===== src/rtl/seq_match_sched_if.sv =====
// Handshake and result bundle between symbol sources, the shared
// 1-2-3 sequence scheduler and downstream result logic.
interface seq_match_sched_if #(
    parameter int unsigned N_REQ = 4,
    parameter int unsigned CNT_W = 8,
    parameter int unsigned ID_W  = 2
);
    logic [N_REQ-1:0]   req;
    logic [2*N_REQ-1:0] sym;
    logic [N_REQ-1:0]   sym_valid;
    logic [N_REQ-1:0]   sym_last;
    logic [N_REQ-1:0]   gnt;
    logic               busy;
    logic               hit;
    logic               done;
    logic [ID_W-1:0]    done_id;
    logic [CNT_W-1:0]   match_cnt;
    logic               timeout;

    modport master (
        output req, sym, sym_valid, sym_last,
        input  gnt, busy, hit, done, done_id, match_cnt, timeout
    );

    modport slave (
        input  req, sym, sym_valid, sym_last,
        output gnt, busy, hit, done, done_id, match_cnt, timeout
    );
endinterface


===== src/rtl/seq_match_sched.sv =====
// Round-robin scheduler sharing one 01,10+,11 sequence detector among
// N_REQ requesters; counts matches per session and reports on session end.
// Optional inactivity timeout: define SEQ_MATCH_TIMEOUT_EN.
module seq_match_sched #(
    parameter int unsigned N_REQ = 4,
    parameter int unsigned CNT_W = 8,
    parameter int unsigned ID_W  = 2
) (
    input  logic               clk,
    input  logic               rst_n,
    seq_match_sched_if.slave   bus
);
    typedef enum logic [1:0] {IDLE, RUN, REPORT} fsm_t;
    typedef enum logic [1:0] {S0, S1, S2, S3}    eng_t;

    localparam logic [1:0]       SYM_A   = 2'b01;
    localparam logic [1:0]       SYM_B   = 2'b10;
    localparam logic [1:0]       SYM_C   = 2'b11;
    localparam logic [CNT_W-1:0] CNT_MAX = '1;

    fsm_t             fsm_q,     fsm_d;
    eng_t             eng_q,     eng_d;
    logic [N_REQ-1:0] gnt_q,     gnt_d;
    logic [ID_W-1:0]  owner_q,   owner_d;
    logic [ID_W-1:0]  last_q,    last_d;
    logic [ID_W-1:0]  done_id_q, done_id_d;
    logic [CNT_W-1:0] cnt_q,     cnt_d;
    logic             busy_q,    busy_d;
    logic             hit_q,     hit_d;
    logic             done_q,    done_d;
`ifdef SEQ_MATCH_TIMEOUT_EN
    logic [3:0]       idle_q,    idle_d;
    logic             tmo_q,     tmo_d;
    logic             tmo_hit;
`endif

    logic [1:0]       own_sym;
    logic             own_valid;
    logic             own_last;
    logic             own_req;
    logic             end_sess;
    logic             found;
    logic [ID_W-1:0]  win;
    logic [ID_W-1:0]  idx;

    // One detector step on a valid symbol
    function automatic eng_t eng_step(eng_t e, logic [1:0] s);
        eng_t n;
        n = S0;
        if (s == SYM_A) begin
            n = S1;
        end else begin
            case (e)
                S1:      n = (s == SYM_B) ? S2 : S0;
                S2:      n = (s == SYM_B) ? S2 : ((s == SYM_C) ? S3 : S0);
                S3:      n = (s == SYM_C) ? S3 : S0;
                default: n = S0;
            endcase
        end
        return n;
    endfunction

    // State register
    always_ff @(posedge clk or negedge rst_n) begin
        if (!rst_n) begin
            fsm_q     <= IDLE;
            eng_q     <= S0;
            gnt_q     <= '0;
            owner_q   <= '0;
            last_q    <= ID_W'(N_REQ - 1);
            done_id_q <= '0;
            cnt_q     <= '0;
            busy_q    <= 1'b0;
            hit_q     <= 1'b0;
            done_q    <= 1'b0;
`ifdef SEQ_MATCH_TIMEOUT_EN
            idle_q    <= '0;
            tmo_q     <= 1'b0;
`endif
        end else begin
            fsm_q     <= fsm_d;
            eng_q     <= eng_d;
            gnt_q     <= gnt_d;
            owner_q   <= owner_d;
            last_q    <= last_d;
            done_id_q <= done_id_d;
            cnt_q     <= cnt_d;
            busy_q    <= busy_d;
            hit_q     <= hit_d;
            done_q    <= done_d;
`ifdef SEQ_MATCH_TIMEOUT_EN
            idle_q    <= idle_d;
            tmo_q     <= tmo_d;
`endif
        end
    end

    // Arbitration, session control and detector next-state
    always_comb begin
        fsm_d     = fsm_q;
        eng_d     = eng_q;
        gnt_d     = gnt_q;
        owner_d   = owner_q;
        last_d    = last_q;
        done_id_d = done_id_q;
        cnt_d     = cnt_q;
        hit_d     = hit_q;
        done_d    = 1'b0;
`ifdef SEQ_MATCH_TIMEOUT_EN
        idle_d    = idle_q;
        tmo_d     = 1'b0;
        tmo_hit   = 1'b0;
`endif
        own_sym   = bus.sym[{owner_q, 1'b0} +: 2];
        own_valid = bus.sym_valid[owner_q];
        own_last  = bus.sym_last[owner_q];
        own_req   = bus.req[owner_q];
        end_sess  = 1'b0;

        // first requester above the previous owner, wrapping
        found = 1'b0;
        win   = '0;
        idx   = '0;
        for (int unsigned d = 1; d <= N_REQ; d++) begin
            idx = ID_W'((32'(last_q) + d) % N_REQ);
            if (!found && bus.req[idx]) begin
                found = 1'b1;
                win   = idx;
            end
        end

        case (fsm_q)
            IDLE: begin
                if (found) begin
                    fsm_d   = RUN;
                    gnt_d   = N_REQ'(1) << win;
                    owner_d = win;
                    eng_d   = S0;
                    hit_d   = 1'b0;
                    cnt_d   = '0;
`ifdef SEQ_MATCH_TIMEOUT_EN
                    idle_d  = '0;
`endif
                end
            end
            RUN: begin
                if (own_valid) begin
                    eng_d = eng_step(eng_q, own_sym);
                    if (eng_q == S2 && own_sym == SYM_C && cnt_q != CNT_MAX) begin
                        cnt_d = cnt_q + CNT_W'(1);
                    end
`ifdef SEQ_MATCH_TIMEOUT_EN
                    idle_d = '0;
                end else begin
                    idle_d  = idle_q + 4'd1;
                    tmo_hit = (idle_q == 4'd15);
`endif
                end
                hit_d    = (eng_d == S3);
                end_sess = own_valid && own_last;
`ifdef SEQ_MATCH_TIMEOUT_EN
                end_sess = end_sess || tmo_hit;
                tmo_d    = tmo_hit;
`endif
                if (end_sess) begin
                    fsm_d     = REPORT;
                    gnt_d     = '0;
                    done_d    = 1'b1;
                    done_id_d = owner_q;
                    last_d    = owner_q;
                end else if (!own_req) begin
                    fsm_d  = IDLE;
                    gnt_d  = '0;
                    last_d = owner_q;
`ifdef SEQ_MATCH_TIMEOUT_EN
                    tmo_d  = 1'b0;
`endif
                end
            end
            REPORT: begin
                fsm_d = IDLE;
            end
            default: begin
                fsm_d = IDLE;
            end
        endcase
        busy_d = (fsm_d == RUN);
    end

    assign bus.gnt       = gnt_q;
    assign bus.busy      = busy_q;
    assign bus.hit       = hit_q;
    assign bus.done      = done_q;
    assign bus.done_id   = done_id_q;
    assign bus.match_cnt = cnt_q;
`ifdef SEQ_MATCH_TIMEOUT_EN
    assign bus.timeout   = tmo_q;
`else
    assign bus.timeout   = 1'b0;
`endif
endmodule


===== src/flat_wrapper.sv =====
// flat-port wrapper written by rule: the top's interface ports become plain ports
module seq_match_sched_flat 
#(
    parameter int unsigned N_REQ = 4,
    parameter int unsigned CNT_W = 8,
    parameter int unsigned ID_W  = 2
)
  (clk, rst_n, bus_req, bus_sym, bus_sym_valid, bus_sym_last, bus_gnt, bus_busy, bus_hit, bus_done, bus_done_id, bus_match_cnt, bus_timeout);
  seq_match_sched_if #(.N_REQ(N_REQ), .CNT_W(CNT_W), .ID_W(ID_W)) bus_i ();
  input  logic clk;
  input  logic rst_n;
  input wire logic [$bits(bus_i.req)-1:0] bus_req;
  input wire logic [$bits(bus_i.sym)-1:0] bus_sym;
  input wire logic [$bits(bus_i.sym_valid)-1:0] bus_sym_valid;
  input wire logic [$bits(bus_i.sym_last)-1:0] bus_sym_last;
  output wire logic [$bits(bus_i.gnt)-1:0] bus_gnt;
  output wire logic [$bits(bus_i.busy)-1:0] bus_busy;
  output wire logic [$bits(bus_i.hit)-1:0] bus_hit;
  output wire logic [$bits(bus_i.done)-1:0] bus_done;
  output wire logic [$bits(bus_i.done_id)-1:0] bus_done_id;
  output wire logic [$bits(bus_i.match_cnt)-1:0] bus_match_cnt;
  output wire logic [$bits(bus_i.timeout)-1:0] bus_timeout;
  assign bus_i.req = bus_req;
  assign bus_i.sym = bus_sym;
  assign bus_i.sym_valid = bus_sym_valid;
  assign bus_i.sym_last = bus_sym_last;
  assign bus_gnt = bus_i.gnt;
  assign bus_busy = bus_i.busy;
  assign bus_hit = bus_i.hit;
  assign bus_done = bus_i.done;
  assign bus_done_id = bus_i.done_id;
  assign bus_match_cnt = bus_i.match_cnt;
  assign bus_timeout = bus_i.timeout;
  seq_match_sched #(.N_REQ(N_REQ), .CNT_W(CNT_W), .ID_W(ID_W)) u_core (.clk(clk), .rst_n(rst_n), .bus(bus_i));
endmodule

===== config.mk =====
export PLATFORM = sky130hd
export DESIGN_NAME = seq_match_sched_flat
export DESIGN_NICKNAME = d
export VERILOG_FILES = /design/src/rtl/seq_match_sched_if.sv /design/src/rtl/seq_match_sched.sv /design/src/flat_wrapper.sv
export SDC_FILE = /design/constraint.sdc
export NUM_CORES = 1
export LEC_CHECK = 0
export BUFFER_PORTS_ARGS = -buffer_cell sky130_fd_sc_hd__buf_2
export CAP_MARGIN = 30
export CORE_ASPECT_RATIO = 1.25
export CORE_UTILIZATION = 29
export CTS_BUF_LIST = sky130_fd_sc_hd__clkbuf_8
export CTS_CLUSTER_SIZE = 20
export DETAILED_ROUTE_END_ITERATION = 16
export PLACE_DENSITY = 0.45
export SETUP_SLACK_MARGIN = 0.5
export SLEW_MARGIN = 15
export SYNTH_ARGS = -nofsm -noshare
export SYNTH_HDL_FRONTEND = slang
export SYNTH_SLANG_ARGS = --single-unit

===== constraint.sdc =====
create_clock -name clk -period 2.4 [get_ports clk]
set_input_delay 0.12 -clock clk [delete_from_list [all_inputs] [get_ports clk]]
set_output_delay 0.12 -clock clk [all_outputs]
set_load 0.005 [all_outputs]

After elaboration in Yosys (flattened, before gate mapping) --
Index checks and enable logic that the tools add are counted.
Operators by class: add/sub/neg operators 5, order comparisons 5, eq/ne operators 15, shifts and indexed selects 2, multiplexer cells 49, reduce and logical (&&, ||, !) cells 17
Operators by type and width (number):
- $mux 2 | 16
- $mux 8 | 3
- $pmux 8 s2 | 1
- $lt 2x3->1 const B | 5
- $bmux 1 s2 | 7
- $mux 1 | 14
- $mux 4 | 3
- $eq 2x2->1 const B | 5
- $add 8x1->8 const B | 1
- $eq 2x1->1 const B | 4
- $ne 8x8->1 const B | 1
- $pmux 2 s2 | 2
- $pmux 4 s2 | 1
- $reduce_and 2->1 | 4
- $shiftx 8x4->2 | 1
- $logic_and 1x1->1 | 6
- $ne 2x1->1 const B | 3
- $pmux 2 s3 | 1
- $add 2x1->2 const B | 2
- $add 2x2->2 const B | 2
- $reduce_and 4->1 | 1
- $shl 1x2->4 const A | 1
- $logic_not 1->1 | 3
- $ne 3x3->1 const B | 1
- 5 further kinds | 5
Storage, ports and cells: register bits 25, input bits 22, output and inout bits 18, word-level logic and storage cells 103

Logic depth before layout (Yosys ltp) --
Gate-level depths: netlist of run 1.
depth after elaboration 16, mapped depth 6, depth with buffers taken out 5

Least setup slack after synthesis of run 1 --
OpenSTA, ideal clock, no wires.
kind register to register, start point register u_core.owner_q[0], end point register u_core.last_q[0], setup time 0.082 ns, arrival 1.708 ns, data required time 2.318 ns, path slack 0.609 ns, cell stages (with the launch flop) 6, path buffers 1, clock period less this slack 1.791 ns, path through dfrtp_1 -> buf_6 -> mux4_2 -> a21bo_2 -> and2_4 -> mux2_4
Between the ends: cells in the longest elaborated chain, start to end 5, elaborated cells between the ends (all ways) 11, classes of those cells eq/ne (1); mux (8); reduce/logical (2)
Ends and longest elaborated chain:
- start, declared | line seq_match_sched.sv:24 | logic [ID_W-1:0] owner_q, owner_d;
- start signal, assigned | line seq_match_sched.sv:84 | owner_q <= owner_d;
- $bmux 1 s2 (on tied branches) | line seq_match_sched.sv:115, seq_match_sched.sv:116
- $mux 1 (on tied branches) | line seq_match_sched.sv:115, seq_match_sched.sv:116
- $logic_and 1x1->1 | line seq_match_sched.sv:160 | end_sess = own_valid && own_last;
- $ne 2x2->1 (no source line)
- $reduce_and 2->1 (no source line)
- end signal, assigned | line seq_match_sched.sv:70 | last_q <= ID_W'(N_REQ - 1);
- end signal, assigned | line seq_match_sched.sv:85 | last_q <= last_d;
- end, declared | line seq_match_sched.sv:25 | logic [ID_W-1:0] last_q, last_d;
Several ways; a longest one is shown, not always the timed one. The select of a mux whose other input is x is not followed. A chain may end at the register's enable or synchronous reset.

Worst setup path in the final report of run 1 --
start point register u_core.owner_q[0], end point register u_core.last_q[1]
The elaborated chain is that of the path after synthesis.

==> impl_metrics.toml, run 1 <==
[floorplanning]
ios = 40
initial_core_util = 0.303
fp.coreArea_mm2 = 0.00476
dieArea_mm2 = 0.00527
rows = 28
die_w_um = 65.1
die_y_um = 80.9

[timing]
worst_slack_ns = 0.515
slew_viol_final = 0
relSlewSlack = 0.543
setup_viol = 0
rsz0062_at_grt = "true"
worstMarginPinSlew_ns = 0.680
tns_ns = 0
min_period_ns = 1.89
finClkSkew_ns = 0.00197
max_freq_mhz = 530
min_period_over_period = 0.786
hold_viol = 0

[cts]
cts-htree-levels = 1
cts-root-buf = "clkbuf_8"
clk_pin_slew_ns = 0.09
clockBufferDepth = 2
insertion_delay_ns = 0.27
numCtsBuffers = 3
cts.sinks = 25
cts_tree = "done"

[route]
vias = 1260
drtPass1Iterations = 4
wl_per_cell_um = 15.4
drt_iter0_drc = 36
totalWireLength_mm = 3.70
viasPerCell = 5.25
ant_nets = 0
drc = 0

[setup_path]
path_cells = "mux4_2, a21bo_4, and2_4, mux2_4"
timing.rr.start = "u_core.owner_q[0]"
path_delay_family = "multiplexers"
startpoint = "u_core.owner_q[0]"
worstPathMaxFanout = 8
crit_path_start_kind = "register"
end_kind = "register"
critPathKind = "reg2reg"
cp_data_arrival_time_ns = 2.09
crit_buf_inv = 0
slowest_delay_ns = 0.63
cpMaxStageDelayCell = "mux4_2"
worstPathRequired_ns = 2.60

[finish]
n_antenna_cell = 0
fillers = 522
area_growth_pct = 26.9
drive_above_1_share = 0.417
final_nets = 204

[global_routing]
grt.overflow.total = 0
grt_first_pass_wirelength_mm = 6.13
grt_pass1_vias = 1310
grt_max_degree = 26
track_usage = 0.151
antenna_found_initial = 0

[hold_path]
holdCritPathClass = "in2reg"
worstHoldStart = "bus_req[2]"

[power]
p_sw_frac = 0.398
p_comb_frac = 0.505
switchingPower_w = 0.000770
power_frac_clock = 0.130
irDropWorstVdd_mv = 0.435
p_per_area_mw_per_mm2 = 1060
intPower_w = 0.00116
leakage_nw = 0.829
p_seq_frac = 0.366

[yosys]
syn-num-nets = 156
ys_seq_area_frac = 0.435
synth_area_mm2 = 0.00144
synth_seq_cells = 25
ys_types = 46
avgSynthCellArea_um2 = 10.9
synth-main-ff-cell = "dfrtp_1"
ys_warn_count = 0
async_reset_ff_frac = 1.00
synthCells = 133
synth_edf_count = 0

[flow_run]
maxCapViolCount = 0

[placement]
gp_congestion = 0.747
place_hpwl_mm = 2.69
port_buffers = 38
pre_cts_slack_ns = 0.388

[outcome]
status = "completed"
cell usage in the layout, fill, tap and decap left out, types with 2 or more instances in the layout:
cell	instances
mux2_4	2
a21oi_1	4
nand2b_1	5
a21oi_2	2
nand2_1	14
nand3_1	11
nor4_1	2
mux4_2	3
and3_1	2
clkbuf_8	3
mux4_1	2
a31o_2	2
o22ai_1	2
o211ai_1	4
dfrtp_1	22
a32o_1	2
mux2i_1	3
o31ai_1	4
buf_4	11
nor3_1	3
or3_1	2
buf_2	38
o21ai_0	5
dfstp_2	2
nor2b_1	3
mux2_2	2
cell type report:
class,instances,area [µm²],share of cell area
timing repair buffer,50,283,0.154
multi-input combinational,100,796,0.434
inverter,1,3.75,0.00205
clock inverter,1,5.00,0.00273
clock buffer,3,41.3,0.0225
sequential,25,629,0.343
tap,60,75.1,0.0410
Yosys cell counts (3+ instances only):
master / count / area share
nand2_1: 14 / 0.036
nor4_1: 3 / 0.013
nor2b_1: 3 / 0.013
nand3_1: 12 / 0.042
nand2b_1: 5 / 0.022
mux2i_1: 3 / 0.021
o31ai_1: 4 / 0.021
o211ai_1: 4 / 0.021
dfrtp_1: 23 / 0.40
mux4_2: 3 / 0.047
a21oi_1: 6 / 0.021
nor3_1: 3 / 0.010
o21ai_0: 5 / 0.017
routing by layer:
metal / GRT usage / part of all wire / vias up / wire length (µm)
li1: - / - / 605 / -
met1: 0.173 / 0.42 / 631 / 1550
met2: 0.281 / 0.55 / 22 / 2040
met3: 0.0225 / 0.023 / 2 / 86
met4: 0.0543 / 0.0068 / 0 / 25
met5: 0 / 0 / - / 0
sequential cells by signal, summed over array words and instances, names as in the netlist, 2 cells and up:
register / count
u_core.bus.match_cnt: 8
u_core.bus.gnt: 4
u_core.bus.done_id: 2
u_core.eng_q: 2
u_core.fsm_q: 2
u_core.last_q: 2
u_core.owner_q: 2
final timing paths:
check / to / slack [ns] / cells after the start
worst max register to register: u_core.last_q[1] / 0.51 / 4
worst max-delay path: u_core.last_q[1] / 0.51 / 4
worst min-delay path: u_core.bus.gnt[1] / 0.36 / 3
min in group asynchronous: u_core.eng_q[0] / 0.38 / 2
worst min register to register: u_core.bus.done_id[0] / 0.52 / 1
max in group asynchronous: u_core.owner_q[0] / 1.62 / 2
repair_timing:
item                       CTS  global route
gates cloned                 0             0
resized for setup            2             6
setup endpoints to repair    5             5
buffers inserted             1             8
pin swaps                    1             1
hold endpoints to repair    23             0
hold buffers                 1             0
per-stage QoR:
| stage | total power (W) | cells | hold WS [ns] | area (µm²) | utilization |
|---|---|---|---|---|---|
| after floorplan | 0.00135 | 133 | -0.176 | 1440 | - |
| after global placement | 0.00157 | 226 | 0.158 | 1670 | 0.351 |
| after detailed placement | 0.00158 | 226 | 0.163 | 1670 | 0.351 |
| after CTS | 0.00186 | 232 | 0.331 | 1740 | 0.366 |
| after global routing | 0.00209 | 240 | 0.356 | 1830 | 0.385 |
| final | 0.00193 | 240 | 0.355 | 1830 | 0.385 |
worst reg2reg max path, stage by stage, from the launching register on:
cell	delay (ns)
dfrtp_2	0.46
mux4_2	0.63
a21bo_4	0.26
and2_4	0.18
mux2_4	0.29
kinds of logic after synthesis:
logic type / after synthesis / share of synthesized area
AO/OA/AOI/OAI: 33 / 0.178
multiplexers: 12 / 0.140
AND/OR/NAND/NOR: 53 / 0.198
flip-flops: 25 / 0.435
adder cells (fa/ha/maj): 1 / 0.00866
buffers and inverters: 8 / 0.0373
other: 1 / 0.00260
power by group through the flow:
stage	clock [W]	combinational, W	sequential [W]
after floorplan	0	0.000688	0.000657
after global placement	0	0.000856	0.000712
after detailed placement	0	0.000867	0.000716
after CTS	0.000266	0.000884	0.000710
after global routing	0.000278	0.00108	0.000733
final	0.000251	0.000976	0.000707
Note: power is estimated with default switching activity, not from simulation.
==> inputs of run 2 (changes only) <==
==> constraint.sdc (replaced) <==
create_clock -name clk -period 1.8 [get_ports clk]
set_input_delay 0.09 -clock clk [delete_from_list [all_inputs] [get_ports clk]]
set_output_delay 0.09 -clock clk [all_outputs]
set_load 0.005 [all_outputs]
==> impl_metrics.toml, run 2 (same netlist as run 1, synthesis figures left out) <==
[floorplanning]
rows = 28
fp.coreArea_mm2 = 0.00476
ios = 40
dieArea_mm2 = 0.00527
die_y_um = 80.9
die_w_um = 65.1
initial_core_util = 0.303

[route]
drt_iter0_drc = 34
viasPerCell = 5.26
wl_per_cell_um = 15.2
drc = 0
drtPass1Iterations = 4
ant_nets = 0
vias = 1336
totalWireLength_mm = 3.85

[global_routing]
met2_usage = 0.308
antenna_found_initial = 0
grt_first_pass_wirelength_mm = 6.29
grt-busiest-layer = "met2"
grtUsageMet3 = 0.0197
grt_max_degree = 26
grt.overflow.total = 0
track_usage = 0.156
use_met1 = 0.159
grt_pass1_vias = 1451

[timing]
min_period_over_period = 1.01
slew_viol_final = 0
hold_viol = 0
finClkSkew_ns = 0.0103
worstMarginPinSlew_ns = 0.589
min_period_ns = 1.82
setup_viol = 2
worst_slack_ns = -0.0165
max_freq_mhz = 551
rsz0062_at_grt = "true"
relSlewSlack = 0.607
hold_ws_ns = 0.273

[setup_path]
worstPathMaxFanout = 7
worstPathRequired_ns = 2.01
r2r_slack_ns = -0.02
crit_path_start_kind = "register"
cp_data_arrival_time_ns = 2.03
cpMaxStageDelayCell = "mux4_2"
critPathKind = "reg2reg"
path_cells = "mux4_2, or4b_4, a21oi_2, a31o_2"
slowest_delay_ns = 0.55
end_kind = "register"

[finish]
area_growth_pct = 45.8
final_nets = 218
largest_reg_flops = 8
drive_above_1_share = 0.572
final_cell_mix = "38 x buf_2, 22 x dfrtp_1, 14 x nand2_1, 14 x buf_4, 10 x buf_6"
n_antenna_cell = 0
final_common_cell = "buf_2"
fin_util = 0.442
fillers = 479

[power]
total_power_w = 0.00318
leakage_nw = 0.936
p_per_area_mw_per_mm2 = 1510
irDropWorstVdd_mv = 0.650

[cts]
numCtsBuffers = 3
cts.sinks = 25
cts-htree-levels = 1
cts-root-buf = "clkbuf_8"
cts_tree = "done"
clockBufferDepth = 2
clk_pin_slew_ns = 0.09
insertion_delay_ns = 0.27

[placement]
gp_congestion = 0.830
place_hpwl_mm = 2.95
port_buffers = 38

[flow_run]
maxCapViolCount = 0

[hold_path]
holdCritPathClass = "in2reg"

[outcome]
violations = "negative setup slack"
status = "finished with violations"
-- run 2: changes by cell type in the layout (fill, tap and decap cells not counted), sizes merged --
cell and delta:
buf +14, clkinv -1, clkinvlp +1
-- run 2: what timing repair did --
item | 4_1_cts | 5_1_grt
buffers inserted | 1 | 2
setup endpoints to repair | 25 | 25
pin swaps | 4 | 3
gates resized for setup | 22 | 15
endpoints found under the hold margin | 23 | 0
hold buffers | 1 | 0
-- run 2: stage by stage --
stage               setup WS [ns]  std cells  setup TNS, ns  cell area (µm²)
floorplan                  0.0187        133              0             1520
global placement          -0.0464        246         -0.233             1880
detailed placement        -0.0853        246         -0.685             1880
CTS                       -0.0181        252        -0.0385             2030
global route              -0.0962        254         -0.551             2100
finish                    -0.0165        254        -0.0314             2100
-- run 2: area by class of cell --
class | instances | area (µm²) | area share
clock buffer | 3 | 41.3 | 0.0196
sequential | 25 | 629 | 0.299
tap | 60 | 75.1 | 0.0357
clock inverter | 1 | 7.51 | 0.00357
multi-input combinational | 100 | 915 | 0.435
timing repair buffer | 64 | 433 | 0.206
inverter | 1 | 3.75 | 0.00178
-- run 2: layer usage --
layer	vias to the layer above	wire length, µm
met1	664	1470
met3	5	123
met5	-	0
met2	34	2200
met4	0	65
li1	633	-
-- run 2: critical path, delay by kind of cell (launching register included) --
family | cells | cell delay [ns]
compound gates | 2 | 0.24
mux | 1 | 0.55
flops | 1 | 0.48
simple gates | 1 | 0.50
-- run 2: path summary, 6_finish.rpt --
check | endpoint | cells past startpoint | startpoint
min | u_core.owner_q[0] | 3 | bus_req[2]
min in group asynchronous | u_core.bus.match_cnt[4] | 2 | rst_n
max in group asynchronous | u_core.owner_q[0] | 2 | rst_n
max reg2reg | u_core.eng_q[1] | 4 | u_core.owner_q[0]
min reg2reg | u_core.bus.done_id[0] | 1 | u_core.bus.done_id[0]
max | u_core.eng_q[1] | 4 | u_core.owner_q[0]
-- run 2: power by group --
part	switching (W)	total, W	internal, W
Combinational	0.000879	0.00190	0.00102
Sequential	0.000181	0.000934	0.000754
Clock	0.000188	0.000345	0.000157
